File: src/rtl/imm_encoder.sv
// Streaming RISC-V immediate encoder: scatters an immediate into I/S/B/J/U positions of a base word.
// Optional round-trip self-check is compiled in with `define IMM_ENCODER_ROUNDTRIP_CHECK_EN.
module imm_encoder #(
    parameter logic [31:0] BASE_ADDR   = 32'h0000_0000,
    parameter int unsigned DEPTH_WORDS = 256,
    parameter int unsigned ERRCNT_W    = 8
) (
    input  logic                clk,
    input  logic                rst_n,
    input  logic                in_valid,
    output logic                in_ready,
    input  logic [31:0]         in_imm,
    input  logic [2:0]          in_immsrc,
    input  logic [31:0]         in_base,
    output logic                out_valid,
    input  logic                out_ready,
    output logic [31:0]         out_inst,
    output logic [31:0]         out_addr,
    output logic                out_err,
    output logic [ERRCNT_W-1:0] err_cnt,
    output logic                chk_fail
);

    localparam int unsigned AW = (DEPTH_WORDS > 1) ? $clog2(DEPTH_WORDS) : 1;

    localparam logic [2:0] FmtI = 3'b000;
    localparam logic [2:0] FmtS = 3'b001;
    localparam logic [2:0] FmtJ = 3'b010;
    localparam logic [2:0] FmtB = 3'b101;
    localparam logic [2:0] FmtU = 3'b110;

    // Stage 1: registered inputs
    logic        s1_valid_q, s1_valid_d;
    logic [31:0] s1_imm_q, s1_imm_d;
    logic [2:0]  s1_src_q, s1_src_d;
    logic [31:0] s1_base_q, s1_base_d;

    // Stage 2: output register
    logic                s2_valid_q, s2_valid_d;
    logic [31:0]         s2_inst_q, s2_inst_d;
    logic                s2_err_q, s2_err_d;
    logic [AW-1:0]       ofs_q, ofs_d;
    logic [ERRCNT_W-1:0] err_cnt_q, err_cnt_d;

    logic        s2_load;
    logic        out_fire;
    logic [31:0] enc_inst;
    logic        enc_err;

    assign s2_load  = !s2_valid_q || out_ready;
    assign out_fire = s2_valid_q && out_ready;
    assign in_ready = rst_n && (!s1_valid_q || s2_load);

    always_comb begin
        enc_inst = s1_base_q;
        enc_err  = 1'b0;
        case (s1_src_q)
            FmtI: begin
                enc_inst[31:20] = s1_imm_q[11:0];
                enc_err         = s1_imm_q[31:11] != {21{s1_imm_q[11]}};
            end
            FmtS: begin
                enc_inst[31:25] = s1_imm_q[11:5];
                enc_inst[11:7]  = s1_imm_q[4:0];
                enc_err         = s1_imm_q[31:11] != {21{s1_imm_q[11]}};
            end
            FmtB: begin
                enc_inst[31]    = s1_imm_q[12];
                enc_inst[7]     = s1_imm_q[11];
                enc_inst[30:25] = s1_imm_q[10:5];
                enc_inst[11:8]  = s1_imm_q[4:1];
                enc_err         = (s1_imm_q[31:12] != {20{s1_imm_q[12]}}) || s1_imm_q[0];
            end
            FmtJ: begin
                enc_inst[31]    = s1_imm_q[20];
                enc_inst[19:12] = s1_imm_q[19:12];
                enc_inst[20]    = s1_imm_q[11];
                enc_inst[30:21] = s1_imm_q[10:1];
                enc_err         = (s1_imm_q[31:20] != {12{s1_imm_q[20]}}) || s1_imm_q[0];
            end
            FmtU: begin
                enc_inst[31:12] = s1_imm_q[19:0];
                enc_err         = s1_imm_q[31:19] != {13{s1_imm_q[19]}};
            end
            default: enc_err = 1'b1;
        endcase
    end

    always_comb begin
        s1_valid_d = s1_valid_q;
        s1_imm_d   = s1_imm_q;
        s1_src_d   = s1_src_q;
        s1_base_d  = s1_base_q;
        s2_valid_d = s2_valid_q;
        s2_inst_d  = s2_inst_q;
        s2_err_d   = s2_err_q;
        ofs_d      = ofs_q;
        err_cnt_d  = err_cnt_q;
        if (in_ready) begin
            s1_valid_d = in_valid;
            s1_imm_d   = in_imm;
            s1_src_d   = in_immsrc;
            s1_base_d  = in_base;
        end
        if (s2_load) begin
            s2_valid_d = s1_valid_q;
            s2_inst_d  = enc_inst;
            s2_err_d   = enc_err;
        end
        if (out_fire) begin
            // Offset counter wraps naturally at DEPTH_WORDS (power of two)
            ofs_d = ofs_q + AW'(1);
            if (s2_err_q && (err_cnt_q != {ERRCNT_W{1'b1}})) begin
                err_cnt_d = err_cnt_q + ERRCNT_W'(1);
            end
        end
    end

    always_ff @(posedge clk) begin
        if (!rst_n) begin
            s1_valid_q <= 1'b0;
            s1_imm_q   <= '0;
            s1_src_q   <= '0;
            s1_base_q  <= '0;
            s2_valid_q <= 1'b0;
            s2_inst_q  <= '0;
            s2_err_q   <= 1'b0;
            ofs_q      <= '0;
            err_cnt_q  <= '0;
        end else begin
            s1_valid_q <= s1_valid_d;
            s1_imm_q   <= s1_imm_d;
            s1_src_q   <= s1_src_d;
            s1_base_q  <= s1_base_d;
            s2_valid_q <= s2_valid_d;
            s2_inst_q  <= s2_inst_d;
            s2_err_q   <= s2_err_d;
            ofs_q      <= ofs_d;
            err_cnt_q  <= err_cnt_d;
        end
    end

    assign out_valid = s2_valid_q;
    assign out_inst  = s2_inst_q;
    assign out_err   = s2_err_q;
    assign out_addr  = BASE_ADDR + (32'(ofs_q) << 2);
    assign err_cnt   = err_cnt_q;

`ifdef IMM_ENCODER_ROUNDTRIP_CHECK_EN
    logic [31:0] s2_imm_q, s2_imm_d;
    logic [2:0]  s2_src_q, s2_src_d;
    logic        chk_fail_q, chk_fail_d;
    logic [31:0] dec_imm;

    // Independent decode of the emitted word, mirroring the immediate-extension unit
    always_comb begin
        case (s2_src_q)
            FmtI:    dec_imm = {{20{s2_inst_q[31]}}, s2_inst_q[31:20]};
            FmtS:    dec_imm = {{20{s2_inst_q[31]}}, s2_inst_q[31:25], s2_inst_q[11:7]};
            FmtB:    dec_imm = {{19{s2_inst_q[31]}}, s2_inst_q[31], s2_inst_q[7],
                                s2_inst_q[30:25], s2_inst_q[11:8], 1'b0};
            FmtJ:    dec_imm = {{11{s2_inst_q[31]}}, s2_inst_q[31], s2_inst_q[19:12],
                                s2_inst_q[20], s2_inst_q[30:21], 1'b0};
            FmtU:    dec_imm = {{12{s2_inst_q[31]}}, s2_inst_q[31:12]};
            default: dec_imm = '0;
        endcase
    end

    always_comb begin
        s2_imm_d   = s2_imm_q;
        s2_src_d   = s2_src_q;
        chk_fail_d = chk_fail_q;
        if (s2_load) begin
            s2_imm_d = s1_imm_q;
            s2_src_d = s1_src_q;
        end
        if (out_fire && !s2_err_q && (dec_imm != s2_imm_q)) begin
            chk_fail_d = 1'b1;
        end
    end

    always_ff @(posedge clk) begin
        if (!rst_n) begin
            s2_imm_q   <= '0;
            s2_src_q   <= '0;
            chk_fail_q <= 1'b0;
        end else begin
            s2_imm_q   <= s2_imm_d;
            s2_src_q   <= s2_src_d;
            chk_fail_q <= chk_fail_d;
        end
    end

    assign chk_fail = chk_fail_q;
`else
    assign chk_fail = 1'b0;
`endif

endmodule

File: config.mk
export PLATFORM = sky130hd
export DESIGN_NAME = imm_encoder
export DESIGN_NICKNAME = d
export VERILOG_FILES = /design/src/rtl/imm_encoder.sv
export SDC_FILE = /design/constraint.sdc
export NUM_CORES = 1
export LEC_CHECK = 0
export BUFFER_PORTS_ARGS = -buffer_cell sky130_fd_sc_hd__buf_2
export CORE_ASPECT_RATIO = 1.4
export CORE_MARGIN = 3
export CORE_UTILIZATION = 45
export CTS_CLUSTER_DIAMETER = 50
export DETAILED_ROUTE_END_ITERATION = 12
export MAX_ROUTING_LAYER = met4
export PLACE_DENSITY = 0.7
export SYNTH_ARGS = -nofsm -noshare
export SYNTH_HDL_FRONTEND = slang
export SYNTH_SLANG_ARGS = --single-unit
export TNS_END_PERCENT = 50
File: constraint.sdc
create_clock -name clk -period 2 [get_ports clk]
set_input_delay 0 -clock clk [delete_from_list [all_inputs] [get_ports clk]]
set_output_delay 0 -clock clk [all_outputs]
set_load 0.02 [all_outputs]
**After elaboration in Yosys (flattened, before gate mapping)**

Index checks and enable logic that the tools add are counted.

- Flip-flop bits (word level): 118
- Input bits: 71
- Output and inout bits: 76

- $add $sub $neg: 2
- Equal/unequal tests: 9
- Muxes and demuxes: 5
- Reductions and logical operators: 12

Operator list:

| kind | number |
|---|---|
| case mux 7 bit (4 select lines) | 1 |
| inequality test 20 bit | 1 |
| inequality test 19 bit | 1 |
| adder 8 x 1 -> 8 bit (second input constant) | 2 |
| case mux 8 bit (2 select lines) | 1 |
| case mux 5 bit (3 select lines) | 1 |
| inequality test 12 bit | 1 |
| inequality test 11 bit | 1 |
| case mux 5 bit (2 select lines) | 1 |
| inequality test 8 bit (second input constant) | 1 |
| == test 3 bit (second input constant) | 2 |
| logical OR 1 bit | 4 |
| case mux 1 bit (4 select lines) | 1 |
| == test 3 x 1 -> 1 bit (second input constant) | 1 |
| == test 3 x 2 -> 1 bit (second input constant) | 1 |
| logical AND 1 bit | 3 |
| zero test 3 bit | 1 |
| zero test 1 bit | 2 |
| AND reduction 2 bit | 1 |
| OR reduction 2 bit | 1 |

**Logic depth before layout (Yosys ltp)**

Gate-level depths: netlist (run 1).

- Word-level depth: 4
- Depth in mapped cells: 7
- Gate-level depth less buffers: 6

**Worst setup path before layout (run 1)**

No wires, ideal clock.

- Path type: register -> register
- Start point: reg err_cnt_q[0] (netlist: err_cnt[0])
- End point: reg err_cnt_q[5] (netlist: err_cnt[5])
- Library setup time: 0.115 ns
- Arrival: 1.532 ns
- Required time: 1.885 ns
- Path slack: 0.353 ns
- Stages on the path, launching flop included: 7
- Path buffers: 0
- Cells stage by stage: dfxtp_1 > ha_1 > nand3_1 > o211ai_2 > nor3_1 > xor2_1 > and2_1

- Longest elaborated chain between the ends: 3

RTL lines:

| element | RTL line | text |
|---|---|---|
| start, declared | 43 | `logic [ERRCNT_W-1:0] err_cnt_q, err_cnt_d;` |
| start signal, assigned | 139 | `err_cnt_q <= err_cnt_d;` |
| parallel branches: the longest is 3 deep, another holds adder 8 x 1 -> 8 bit | n/a |  |

Parallel ways; which one is timed is not known.
A chain may end at the register's enable or synchronous reset.

**Final worst setup path (run 1)**

- Start point: reg s2_valid_q (netlist: out_valid)
- End point: out in_ready

- Longest elaborated chain between the ends: 4

RTL lines:

| element | RTL line | text |
|---|---|---|
| start, declared | 39 | `logic s2_valid_q, s2_valid_d;` |
| start signal, assigned | 135 | `s2_valid_q <= s2_valid_d;` |
| zero test 1 bit | 50 | `assign s2_load = !s2_valid_q \|\| out_ready;` |
| logical OR 1 bit | 50 |  |
| logical OR 1 bit | 52 | `assign in_ready = rst_n && (!s1_valid_q \|\| s2_load);` |
| logical AND 1 bit | 52 |  |
| end, declared | 11 | `output logic in_ready,` |

No other way between the ends.

==> results of run 1 <==
## worst max path at each step
stage | from | to | slack (ns) | cells after the start
after floorplan | err_cnt[0] | err_cnt[5] | 0.35 | 6
final | out_valid | in_ready | 0.21 | 6
after global routing | out_valid | in_ready | 0.11 | 6
after CTS | out_valid | in_ready | 0.19 | 6
after detailed placement | err_cnt[0] | err_cnt[7] | 0.33 | 6
after global placement | s1_src_q[2] | out_inst[30] | 0.33 | 5
## where the power goes
part,switching (µW),internal [µW],total (µW)
clock,1040,1790,2830
sequential,110,2480,2590
combinational,397,356,754
## cells by family (layout without fill, tap and decap cells)
family / after synthesis / after routing / synth area share, %
simple gates: 266 / 266 / 21.0
compound gates: 174 / 174 / 23.1
flops: 118 / 118 / 43.1
buf+inv: 79 / 247 / 7.51
mux: 17 / 17 / 3.11
xor+xnor: 10 / 10 / 1.60
fa+ha+maj: 2 / 2 / 0.457
other cells: 1 / 26 / 0.0684
## routing by layer
metal	track usage (%)	share of wire (%)	routed length [µm]
met5	-	0	0
met4	11.8	3.4	525
met3	4.33	3.9	616
met2	39.8	52	8080
met1	27.0	41	6420
## through the flow
| step | area, µm² | power [µW] |
|---|---|---|
| finish | 7380 | 6180 |
| global route | 7380 | 6400 |
| CTS | 7380 | 6220 |
| detailed placement | 6150 | 3280 |
| global placement | 6150 | 3270 |
| floorplan | 5570 | 3060 |
## area by class of cell
cell class              count  area (µm²)  area share (%)
clock buffers              22         474            6.42
repair buffers            211        1460            19.8
flip-flops and latches    118        2360            32.0
multi-input cells         494        2800            37.9
clock inverters             9        77.6            1.05
well taps                 147         184            2.49
diodes                      1        2.50          0.0339
inverters                   5        18.8           0.254
## worst max-delay path: stages (launching register included)
cell and delay (ns):
dfxtp_1 0.39, nor2b_2 0.20, buf_4 0.19, nand2_2 0.07, buf_4 0.21, and2_1 0.17
buf_2 0.15
## registers in the layout, indices dropped and copies added (netlist names), 3 cells and up
name,count
s1_src_q,3
out_inst,32
err_cnt,8
s1_imm_q,32
s1_base_q,32
ofs_q,8
## layout by cell type, fill, tap and decap left out, types with 8 or more instances in the layout
cell and count:
o211ai_1 17, nor3_1 9, clkbuf_16 17, mux2i_1 17, dfxtp_1 118, o21ai_0 19, nand3_1 9, conb_1 25
o22ai_1 8, buf_4 21, and2_1 12, nand2_1 193, dlygate4sd3_1 68, buf_2 121, a21boi_0 97
==> out/qor.txt, run 1 <==
Outcome: finished, final reports clean
Die area: 13600 µm²
Share of cells above drive strength 1: 20.8%
Vias in the first global route: 5125
Layout net count: 920
Hold path cells: 5
Worst setup path class: reg -> out
Async SR Flop Fraction: 0%
Initial Utilization: 46.1%
Fin worst setup slack: 0.215 ns
Clk_lat worst skew: 0.41 ns
Die Wd: 99.3 µm
Post-route insts no fill: 1007
# IOs: 147
Row cnt: 47
Port Buffer Count: 121
Final Hold Fails: 0
Fillcell total: 1024
Clock buffer depth: 2
Initial antenna violation count: 0
Max-slew violations: 0
Overall routing resource usage: 23.7%
Post-layout util: 62.2%
DR WL/cell: 15.5 µm
Final hold slack: 0.103 ns
Final GP Congestion: 0.895
Hold crit path type: in -> reg
R2r setup slk: 0.29 ns
Grt ovf: 0
P_leak: 0.00325 µW
Area Growth Syn to Fin: 34.8%
Worst endpoint required time: 2.00 ns
Yosys warning count: 0
Post-CTS setup buffer count: 0
Post-synth EDFFs: 0
DR iter-0 viols: 272
Max-cap check violation count: 0
WL final: 15.6 mm
Synth area leader: dfxtp_1
Reg2reg end: out_inst[30]
Area of the core: 11900 µm²
R2r startpoint: s1_src_q[2]
Cts bufs inserted: 17
Max_slew headroom: 52.2%
Worst VDD drop: 0.000882 V
Finish-stage setup viols: 0
# hold bufs at CTS: 68
Clk sinks: 118
RSZ-0062 raised after global routing: no
H-tree levels: 4
DRC: 0
Root buffer cell: clkbuf_16
Tcrit/Tclk final: 89.3%
CTS tree: built
Vias: 5262
Worst Tran Pin Value: 0.717 ns
Place WS: 0.335 ns
Post-cts gate resize count: 0
Sequential share of the synthesized area: 43.1%
Clock edge transition at the registers on the reported setup and hold paths: 0.05 ns
Post-Syn Instances: 667
Seq cells post-synth: 118
Clock skew: 0.00951 ns
Pre-antenna DRT Iters: 6
Hold_sp: out_ready
Crit path DAT: 1.79 ns
Final min period: 1.79 ns
Cells on worst reg2reg path: 5
Hold EP: out_inst[21]
Cell with the most instances after synthesis: nand2_1
Worst-path fanout max: 23
Fmax: 560 MHz
Die height: 137 µm
Detailed placement HPWL: 10.8 mm
Routed Antenna Nets: 0
Cells taking the most area after synthesis: dfxtp_1 (43%), a21boi_0 (13%), nand2_1 (13%)
PwrDens: 836 nW/µm²
First-pass GRT wire length: 25.0 mm
Post-DR vias/cell: 5.23
Setup TNS: 0 ns
Post-synth top area share: 43.1%
Placed Cells: 907
Crit path capture type: primary output
Mapped Area: 5480 µm²
Largest net degree at the start of global routing: 48
Startpoint types: register
Ys flop type: dfxtp_1
Synth Area per Inst: 8.21 µm²
Synth cell types: 43
Commonest cells in the netlist: nand2_1 (194), dfxtp_1 (118), a21boi_0 (97), clkbuf_1 (30), buf_4 (26)
No activity file was read; power rests on OpenSTA's default activity.
==> inputs of run 2 (changes only) <==
==> constraint.sdc (replaced) <==
create_clock -name clk -period 2 [get_ports clk]
set_input_delay 0.3 -clock clk [delete_from_list [all_inputs] [get_ports clk]]
set_output_delay 0.3 -clock clk [all_outputs]
set_load 0.02 [all_outputs]
==> out/qor.txt, run 2 (synthesized netlist as in run 1, its figures left out) <==
P_leak: 0.00295 µW (was 0.00325 µW)
Max-cap check violation count: 0 (unchanged)
Worst Tran Pin Value: 0.536 ns (was 0.717 ns)
Row cnt: 47 (unchanged)
DR iter-0 viols: 236 (was 272)
Die Wd: 99.3 µm (unchanged)
Overall routing resource usage: 22.3% (was 23.7%)
Vias in the first global route: 4772 (was 5125)
Final Hold Fails: 0 (unchanged)
Initial antenna violation count: 0 (unchanged)
Worst VDD drop: 0.000578 V (was 0.000882 V)
H-tree levels: 4 (unchanged)
RSZ-0062 raised after global routing: no (unchanged)
Post-CTS setup buffer count: 0 (unchanged)
Clk_lat worst skew: 0.41 ns (about the same)
Hold crit path type: in -> reg (unchanged)
Max-slew violations: 0 (unchanged)
Max_slew headroom: 64.2% (was 52.2%)
# IOs: 147 (unchanged)
Final GP Congestion: 0.873 (was 0.895)
Routed Antenna Nets: 0 (unchanged)
Worst setup path class: reg -> reg (was reg -> out)
Finish-stage setup viols: 0 (unchanged)
Fillcell total: 1097 (was 1024)
Root buffer cell: clkbuf_16 (unchanged)
Port Buffer Count: 121 (unchanged)
PnR Total Power: 6260 µW (was 6180 µW)
Register Area: 2360 µm² (unchanged)
Cts bufs inserted: 17 (unchanged)
Clock buffer depth: 2 (unchanged)
Fmax: 580 MHz (was 560 MHz)
Hold path cells: 2 (was 5)
Area of the core: 11900 µm² (unchanged)
DR top layer: met4 (unchanged)
Vias: 4969 (was 5262)
Clock edge transition at the registers on the reported setup and hold paths: 0.06 ns (was 0.05 ns)
WL final: 14.7 mm (was 15.6 mm)
M1 WL: 6.19 mm (was 6.42 mm)
Tcrit/Tclk final: 86.1% (was 89.3%)
Die height: 137 µm (unchanged)
Commonest cells after routing, fill and taps aside: nand2_1 (193), buf_2 (121), dfxtp_1 (118), a21boi_0 (97), conb_1 (25) (was nand2_1 (193), buf_2 (121), dfxtp_1 (118), a21boi_0 (97), dlygate4sd3_1 (68))
Post-route insts no fill: 937 (was 1007)
DRC: 0 (unchanged)
Final antenna diode count: 0 (was 1)
Clk sinks: 118 (unchanged)
Startpoint types: register (unchanged)
Pre-antenna DRT Iters: 4 (was 6)
Placed Cells: 905 (was 907)
Area Growth Syn to Fin: 23.0% (was 34.8%)
CTS tree: built (unchanged)
Post-cts gate resize count: 0 (unchanged)
Worst-path fanout max: 4 (was 23)
First-pass GRT wire length: 23.4 mm (was 25.0 mm)
Crit path capture type: register (was primary output)
Layout net count: 850 (was 920)
Worst endpoint required time: 2.28 ns (was 2.00 ns)
Initial Utilization: 46.1% (unchanged)
Final Cell Area: 6740 µm² (was 7380 µm²)
Largest net degree at the start of global routing: 50 (was 48)
Met3 wire length: 705 µm (was 616 µm)
Final min period: 1.72 ns (was 1.79 ns)
Most common cell after layout, fill and taps aside: nand2_1 (unchanged)
# hold bufs at CTS: 0 (was 68)
PwrDens: 929 nW/µm² (was 836 nW/µm²)
Share of cells above drive strength 1: 22.7% (was 20.8%)
DR WL/cell: 15.6 µm (was 15.5 µm)
Grt ovf: 0 (unchanged)
Detailed placement HPWL: 10.5 mm (was 10.8 mm)
Cells on worst reg2reg path: 5 (unchanged)
Multi-input gate area: 2800 µm² (unchanged)
Crit path DAT: 2.00 ns (was 1.79 ns)
Placed cell area: 6150 µm² (about the same)
Post-DR vias/cell: 5.30 (was 5.23)
Die area: 13600 µm² (unchanged)
Clock skew: 0.00709 ns (was 0.00951 ns)
Outcome: finished, final reports clean (unchanged)
Setup TNS: 0 ns (unchanged)
Routed wl met2: 7.55 mm (was 8.08 mm)
Final hold slack: 0.122 ns (was 0.103 ns)
-- run 2: cell count changes in the layout (fill, tap and decap cells not counted), sizes merged --
cell         change
buf              -2
bufinv           +1
clkbuf           -1
clkinv           -6
clkinvlp         +6
diode            -1
dlygate4sd3     -68
inv              +1
-- run 2: worst paths after layout --
path	from	endpoint	slack, ns
worst max-delay path	s1_imm_q[31]	out_err	0.28
worst min register to register	out_inst[20]	out_inst[20]	0.46
worst min-delay path	in_valid	s1_valid_q	0.12
worst max register to register	s1_imm_q[31]	out_err	0.28
-- run 2: cell type report --
| cell class | count | share of cell area [%] |
|---|---|---|
| flip-flops and latches | 118 | 35.0 |
| repair buffers | 141 | 11.6 |
| inverters | 5 | 0.278 |
| multi-input cells | 494 | 41.6 |
| well taps | 147 | 2.73 |
| clock inverters | 11 | 1.84 |
| clock buffers | 21 | 6.98 |
-- run 2: stage by stage --
| step | utilization, % | setup slack [ns] |
|---|---|---|
| floorplan | - | 0.258 |
| global placement | 51.7 | 0.357 |
| detailed placement | 51.7 | 0.285 |
| CTS | 56.8 | 0.280 |
| global route | 56.8 | 0.147 |
| finish | 56.8 | 0.277 |
-- run 2: metal layers --
| metal | vias up | GRT usage (%) |
|---|---|---|
| met1 | 2328 | 26.1 |
| met3 | 18 | 5.46 |
| met5 | - | - |
| met4 | 0 | 6.38 |
| met2 | 165 | 38.0 |
| li1 | 2458 | - |
-- run 2: where the power goes --
part	internal, µW	switching [µW]	leakage (µW)
combinational	267	376	0.00170
sequential	2480	108	0.000976
clock	1930	1100	0.000274
total	4680	1580	0.00295
-- run 2: worst max-delay path, stage by stage (launching register included) --
cell,delay [ns]
dfxtp_1,0.33
or4_4,0.57
mux2i_1,0.16
o221ai_1,0.14
o31ai_1,0.27
a41oi_1,0.14
